## src/rtl/pc_fetch_unit_if.sv

```systemverilog
// Fetch-stage bundle: control-flow selects, adder sum and imem handshake in; PC, request and status out.
// master is the fetch unit; slave is the surrounding core, adder and instruction memory.
interface pc_fetch_unit_if #(
  parameter int DATA_WIDTH = 32
);
  logic                  stall;
  logic                  branch_taken;
  logic [DATA_WIDTH-1:0] branch_target;
  logic                  jump_reg;
  logic [DATA_WIDTH-1:0] jalr_target;
  logic [DATA_WIDTH-1:0] pc_plus4_in;
  logic                  imem_ready;
  logic [DATA_WIDTH-1:0] pc_out;
  logic                  imem_req;
  logic                  instr_valid;
  logic                  misalign_err;

  modport master (
    input  stall, branch_taken, branch_target, jump_reg, jalr_target, pc_plus4_in, imem_ready,
    output pc_out, imem_req, instr_valid, misalign_err
  );

  modport slave (
    output stall, branch_taken, branch_target, jump_reg, jalr_target, pc_plus4_in, imem_ready,
    input  pc_out, imem_req, instr_valid, misalign_err
  );
endinterface

```

## src/rtl/pc_fetch_unit.sv

```systemverilog
// PC register and next-PC select feeding an external +4 adder. One BOOT cycle after reset, then the PC advances
// on the same edge that accepts an instruction. Stall or a missing imem_ready holds the PC indefinitely.
module pc_fetch_unit #(
  parameter int                    DATA_WIDTH   = 32,
  parameter logic [DATA_WIDTH-1:0] RESET_VECTOR = '0
) (
  input  logic            clk,
  input  logic            rst_n,
  pc_fetch_unit_if.master bus
);

  typedef enum logic [1:0] {
    BOOT  = 2'd0,
    FETCH = 2'd1,
    HALT  = 2'd2
  } state_t;

  state_t                state_q, state_d;
  logic [DATA_WIDTH-1:0] pc_q, pc_d;
  logic [DATA_WIDTH-1:0] target;
  logic                  req_q;
  logic                  err_q, err_d;
  logic                  accept;
  logic                  from_branch;
  logic                  target_bad;

  // Next-PC candidate; only consulted on cycles where an instruction is accepted.
  always_comb begin
    accept      = (state_q == FETCH) & bus.imem_ready & ~bus.stall;
    from_branch = 1'b0;
    target      = bus.pc_plus4_in;
    if (bus.jump_reg) begin
      target    = bus.jalr_target;
      target[0] = 1'b0;
    end else if (bus.branch_taken) begin
      target      = bus.branch_target;
      from_branch = 1'b1;
    end
    // No compressed instructions: bit 1 is always illegal; bit 0 only reaches us on the branch path.
    target_bad = target[1] | (from_branch & target[0]);
  end

  always_comb begin
    state_d = state_q;
    pc_d    = pc_q;
    err_d   = err_q;
    case (state_q)
      BOOT: state_d = FETCH;
      FETCH: begin
        if (accept) begin
          if (target_bad) begin
            state_d = HALT;
            err_d   = 1'b1;
          end else begin
            pc_d = target;
          end
        end
      end
      HALT:    state_d = HALT;
      default: state_d = BOOT;
    endcase
  end

  always_ff @(posedge clk or negedge rst_n) begin
    if (!rst_n) begin
      state_q <= BOOT;
      pc_q    <= RESET_VECTOR;
      req_q   <= 1'b0;
      err_q   <= 1'b0;
    end else begin
      state_q <= state_d;
      pc_q    <= pc_d;
      req_q   <= (state_d == FETCH);
      err_q   <= err_d;
    end
  end

  assign bus.pc_out       = pc_q;
  assign bus.imem_req     = req_q;
  assign bus.misalign_err = err_q;
  assign bus.instr_valid  = accept;

endmodule

```

## src/flat_wrapper.sv

```systemverilog
// flat-port wrapper written by rule: the top's interface ports become plain ports
module pc_fetch_unit_flat 
#(
  parameter int                    DATA_WIDTH   = 32,
  parameter logic [DATA_WIDTH-1:0] RESET_VECTOR = '0
)
  (clk, rst_n, bus_stall, bus_branch_taken, bus_branch_target, bus_jump_reg, bus_jalr_target, bus_pc_plus4_in, bus_imem_ready, bus_pc_out, bus_imem_req, bus_instr_valid, bus_misalign_err);
  pc_fetch_unit_if #(.DATA_WIDTH(DATA_WIDTH)) bus_i ();
  input  logic clk;
  input  logic rst_n;
  input wire logic [$bits(bus_i.stall)-1:0] bus_stall;
  input wire logic [$bits(bus_i.branch_taken)-1:0] bus_branch_taken;
  input wire logic [$bits(bus_i.branch_target)-1:0] bus_branch_target;
  input wire logic [$bits(bus_i.jump_reg)-1:0] bus_jump_reg;
  input wire logic [$bits(bus_i.jalr_target)-1:0] bus_jalr_target;
  input wire logic [$bits(bus_i.pc_plus4_in)-1:0] bus_pc_plus4_in;
  input wire logic [$bits(bus_i.imem_ready)-1:0] bus_imem_ready;
  output wire logic [$bits(bus_i.pc_out)-1:0] bus_pc_out;
  output wire logic [$bits(bus_i.imem_req)-1:0] bus_imem_req;
  output wire logic [$bits(bus_i.instr_valid)-1:0] bus_instr_valid;
  output wire logic [$bits(bus_i.misalign_err)-1:0] bus_misalign_err;
  assign bus_i.stall = bus_stall;
  assign bus_i.branch_taken = bus_branch_taken;
  assign bus_i.branch_target = bus_branch_target;
  assign bus_i.jump_reg = bus_jump_reg;
  assign bus_i.jalr_target = bus_jalr_target;
  assign bus_i.pc_plus4_in = bus_pc_plus4_in;
  assign bus_i.imem_ready = bus_imem_ready;
  assign bus_pc_out = bus_i.pc_out;
  assign bus_imem_req = bus_i.imem_req;
  assign bus_instr_valid = bus_i.instr_valid;
  assign bus_misalign_err = bus_i.misalign_err;
  pc_fetch_unit #(.DATA_WIDTH(DATA_WIDTH), .RESET_VECTOR(RESET_VECTOR)) u_core (.clk(clk), .rst_n(rst_n), .bus(bus_i));
endmodule
```

## config.mk

```make
export PLATFORM = sky130hd
export DESIGN_NAME = pc_fetch_unit_flat
export DESIGN_NICKNAME = d
export VERILOG_FILES = /design/src/rtl/pc_fetch_unit_if.sv /design/src/rtl/pc_fetch_unit.sv /design/src/flat_wrapper.sv
export SDC_FILE = /design/constraint.sdc
export NUM_CORES = 1
export LEC_CHECK = 0
export ABC_CLOCK_PERIOD_IN_PS = 2700
export BUFFER_PORTS_ARGS = -buffer_cell sky130_fd_sc_hd__buf_2
export CAP_MARGIN = 40
export CORE_ASPECT_RATIO = 0.75
export CORE_MARGIN = 4
export CORE_UTILIZATION = 43
export DETAILED_ROUTE_END_ITERATION = 10
export PLACE_DENSITY = 0.85
export REMOVE_ABC_BUFFERS = 1
export SLEW_MARGIN = 20
export SYNTH_ARGS = -nofsm -noshare
export SYNTH_HDL_FRONTEND = slang
export SYNTH_SLANG_ARGS = --single-unit
```

## constraint.sdc

```tcl
create_clock -name clk -period 2.7 [get_ports clk]
set_input_delay 0.54 -clock clk [delete_from_list [all_inputs] [get_ports clk]]
set_output_delay 0.54 -clock clk [all_outputs]
set_load 0.03 [all_outputs]
```

### Word level (Yosys, flattened, before mapping)

Index checks and enable logic that the tools add are counted.

* bits in registers: 36
* input bits: 102
* output and inout bits: 35
* word-level logic and storage cells: 23

* equality and inequality tests: 3
* muxes and demuxes: 7
* bitwise gates (word level): 6
* reduce and logical (&&, ||, !) cells: 3

Operator list (count)
* $mux W32: 2
* $pmux W2 S3: 1
* $reduce_and A3 Y1: 2
* $eq A2 B1 Y1 const B: 2
* $mux W2: 2
* $and A1 B1 Y1: 3
* $eq A2 B2 Y1 const B: 1
* $logic_not A2 Y1: 1
* $mux W1: 2
* $not A1 Y1: 2
* $or A1 B1 Y1: 1

### Logic depth before layout (Yosys ltp)

* depth in word-level cells: 8
* depth in mapped cells: 5
* depth with buffers taken out: 3

### Worst setup path after synthesis

No wires, ideal clock.

* path kind: input port to flip-flop
* from: input port bus_branch_taken
* to: register u_core.pc_q[0], in the netlist u_core.bus.pc_out[0]
* library setup time: 125 ps
* data arrival time: 2013 ps
* required time: 2575 ps
* path slack: 561 ps
* cell stages on the path: 5
* path buffers: 2
* path through: buf_2 or3b_1 a221oi_4 buf_12 mux2_4

* cells in the longest elaborated chain, start to end: 6
* elaborated cells on any way between the ends: 8
* those cells by class: mux (4); bitwise (3); reduce/logical (1)

RTL lines
* start: declaration: line flat_wrapper.sv:12 `input wire logic [$bits(bus_i.branch_taken)-1:0] bus_branch_taken;`
* $mux W1 or $mux W32 (tied branches): line pc_fetch_unit.sv:35 `end else if (bus.branch_taken) begin`
* $mux W1 or $mux W32 (tied branches): line pc_fetch_unit.sv:32 `if (bus.jump_reg) begin`
* $and A1 B1 Y1: line pc_fetch_unit.sv:40 `target_bad = target[1] | (from_branch & target[0]);`
* $or A1 B1 Y1: line pc_fetch_unit.sv:40
* $not A1 Y1 (no line)
* $reduce_and A3 Y1 (no line)
* end signal: assignment: line pc_fetch_unit.sv:72 `pc_q <= pc_d;`
* end: declaration: line pc_fetch_unit.sv:19 `logic [DATA_WIDTH-1:0] pc_q, pc_d;`

Parallel ways exist; a longest one is shown, timed or not.
A chain may end at the register's enable or synchronous reset.

### Worst setup path after layout

* from: register u_core.state_q[1]
* to: output port bus_instr_valid

* cells in the longest elaborated chain, start to end: 3

RTL lines
* start: declaration: line pc_fetch_unit.sv:18 `state_t state_q, state_d;`
* start signal: assignment: line pc_fetch_unit.sv:71 `state_q <= state_d;`
* $eq A2 B1 Y1: line pc_fetch_unit.sv:29 `accept = (state_q == FETCH) & bus.imem_ready & ~bus.stall;`
* $and A1 B1 Y1 (2 in series): line pc_fetch_unit.sv:29
* end: declaration: line flat_wrapper.sv:20 `output wire logic [$bits(bus_i.instr_valid)-1:0] bus_instr_valid;`

Every way passes these cells.

==> impl_metrics.py <==
metrics = {
    "routing": {
        "ant_nets": 0,
        "num_vias": 1808,
        "drt_iter0_markers": 61,
        "wirelength_mm": 5.21,
        "remaining_drc_errors": 0,
        "routed_via_density": 4.82,
        "wire_per_inst_um": 13.9,
        "drt-pass1-iter-count": 3,
    },
    "cells_and_area": {
        "fin_util_pct": 63.5,
        "nets": 420,
        "antennaDiodeCount": 0,
        "fin_cells": 375,
        "area_delta_synth_final_pct": 37.6,
        "fin_area_mm2": 0.00296,
        "drive_gt1_share_pct": 56.9,
    },
    "synth": {
        "synthXorXnorAreaFrac_pct": 0,
        "synth_top_area_share_pct": 42.0,
        "synth-seq-cells": 36,
        "synth-async-reset-ratio_pct": 100,
        "yosysMostFrequentCell": "dfrtp_1",
        "syn_area_per_cell_um2": 11.6,
        "ys_seq_area_share_pct": 42.0,
        "synth_warnings": 0,
        "synth-edff-count": 0,
        "synth_top_family_by_area": "multiplexers",
        "synth_cell_types": 21,
        "syn_area_mm2": 0.00215,
        "synth-simple-area-share_pct": 6.64,
        "syn_inst": 185,
        "ys.flop_type": "dfrtp_1",
        "yosys-top-cells-count": "dfrtp_1 (36), mux2i_1 (31), nand2_1 (30), o21ai_0 (30), mux2_4 (29)",
        "synth_mux_area_share_pct": 35.8,
        "synth_area_leaders": "dfrtp_1 (42%), mux2_4 (20%), mux2i_1 (14%)",
        "yosysTopAreaCell": "dfrtp_1",
        "synth-compound-area-share_pct": 10.4,
        "synthAdderAreaFrac_pct": 0,
    },
    "global_routing": {
        "met3_usage_pct": 6.18,
        "overflow": 0,
        "busiest_layer": "met2",
        "grt_pass1_vias": 1812,
        "globalRouteMet2Util_pct": 27.9,
        "track_usage_pct": 16.6,
        "grt_max_degree": 40,
        "grt_pass1_wl_mm": 8.09,
        "grtUsageMet1_pct": 19.4,
        "antenna_found_initial": 0,
    },
    "sta": {
        "final.setup_skew_ns": 0.00442,
        "fin_crit_sh_pct": 81.1,
        "max_freq_mhz": 457,
        "rsz0062_at_grt": "false",
        "worstMarginPinSlew_ns": 0.521,
        "maxSlewHeadroom_pct": 65.3,
        "setup_viol": 0,
        "tns_ns": 0,
        "period_minus_slack_ns": 2.19,
        "slew_violations": 0,
        "worst_hold_slack_ns": 0.156,
        "hold_viol_final": 0,
    },
    "worst_setup_path": {
        "worstPathArrival_ns": 1.65,
        "r2r_setup_slack_ns": 0.69,
        "worstSetupPathType": "flip-flop to primary output",
        "critPathLaunchType": "flip-flop",
        "path_max_fanout": 5,
        "cp_data_required_time_ns": 2.16,
        "end_kind": "primary output",
    },
    "pwr": {
        "p_leak_uw": 0.00161,
        "power_density_mw_per_mm2": 725,
        "ir_drop_mv": 0.362,
    },
    "clocking": {
        "clock_path_buffers": 2,
        "cts_buffers": 5,
        "insertion_delay_ns": 0.28,
        "cts.repair.resized": 0,
        "cts_tree": "yes",
        "cts-root-buf": "clkbuf_8",
        "clk_pin_slew_ns": 0.07,
        "cts_setup_buffers": 0,
        "cts_sinks": 36,
        "postCtsHoldBufs": 0,
        "cts-htree-levels": 2,
    },
    "placement": {
        "dp_hpwl_mm": 4.12,
        "place_congestion": 0.700,
        "placed_area_mm2": 0.00283,
        "dp_cells": 367,
        "portBuffers": 135,
    },
    "floorplan": {
        "die_x_um": 89.6,
        "die_area_mm2": 0.00620,
        "die_y_um": 69.2,
        "core-area_mm2": 0.00465,
        "core.rowCount": 21,
        "start_util_pct": 46.2,
        "ios": 137,
    },
    "hold_path": {
        "hp-class": "input pin to async pin",
    },
    "run": {
        "drv_cap": 0,
    },
    "outcome": {
        "status": "completed",
    },
}
-- final timing paths --
check                                             start                 endpoint  cells after the start
worst min register to register  u_core.bus.misalign_err  u_core.bus.misalign_err                      1
worst max-delay path                  u_core.state_q[1]          bus_instr_valid                      3
min in group clk                u_core.bus.misalign_err  u_core.bus.misalign_err                      1
worst min-delay path                              rst_n    u_core.bus.pc_out[11]                      1
worst max register to register        u_core.state_q[1]    u_core.bus.pc_out[13]                      4
max in group asynchronous                         rst_n     u_core.bus.pc_out[6]                      2
-- critical path: stages, from the launching register on --
cell and delay (ns):
dfrtp_1 0.41, or4bb_1 0.57, inv_1 0.16, buf_2 0.22
-- stage by stage --
| stage | power [uW] | setup WS, ns |
|---|---|---|
| after floorplan | 1430 | -0.193 |
| after global placement | 1740 | 0.506 |
| after detailed placement | 1760 | 0.482 |
| after CTS | 2170 | 0.501 |
| after global routing | 2260 | 0.430 |
| final | 2140 | 0.510 |
-- power by group --
group | switching [uW] | internal (uW) | total, uW
registers | 89.4 | 704 | 793
clock network | 165 | 227 | 392
logic | 543 | 414 | 957
-- per-layer routing --
metal	vias up	part of all wire, %	routed length, um
met5	-	0	0
met2	89	47	2430
met4	0	0.92	48
met3	4	11	598
met1	801	41	2140
li1	914	-	-
-- cell usage in the layout, fill, tap and decap left out, drive strengths merged --
cell | synthesis | final
nor2b | 1 | 1
buf | 7 | 140
mux2i | 31 | 31
a221oi | 1 | 1
o21ba | 1 | 1
a22o | 2 | 2
mux2 | 31 | 31
nor2 | 1 | 1
or4bb | 1 | 1
or3b | 1 | 1
a21o | 1 | 1
inv | 2 | 2
dfrtp | 36 | 36
a21oi | 2 | 2
o21ai | 30 | 30
clkbuf | 7 | 7
nand2 | 30 | 30
-- kinds of logic after synthesis --
| family | after synthesis |
|---|---|
| muxes | 62 |
| buffers and inverters | 16 |
| AOI/OAI and AO/OA | 37 |
| DFF | 36 |
| and+or+nand+nor | 34 |
-- area by class of cell --
class	count	area, um2
inverter	2	7.51
sequential	36	901
timing repair buffer	140	746
multi-input combinational	133	1130
fill	385	1700
clock buffer	7	96.3
tap	57	71.3
-- flip-flops by register name (all words and copies together) (netlist names) --
register	count
u_core.bus.misalign_err	1
u_core.bus.pc_out	32
u_core.bus.imem_req	1
u_core.state_q	2
Power figures use the tool's default switching activity.
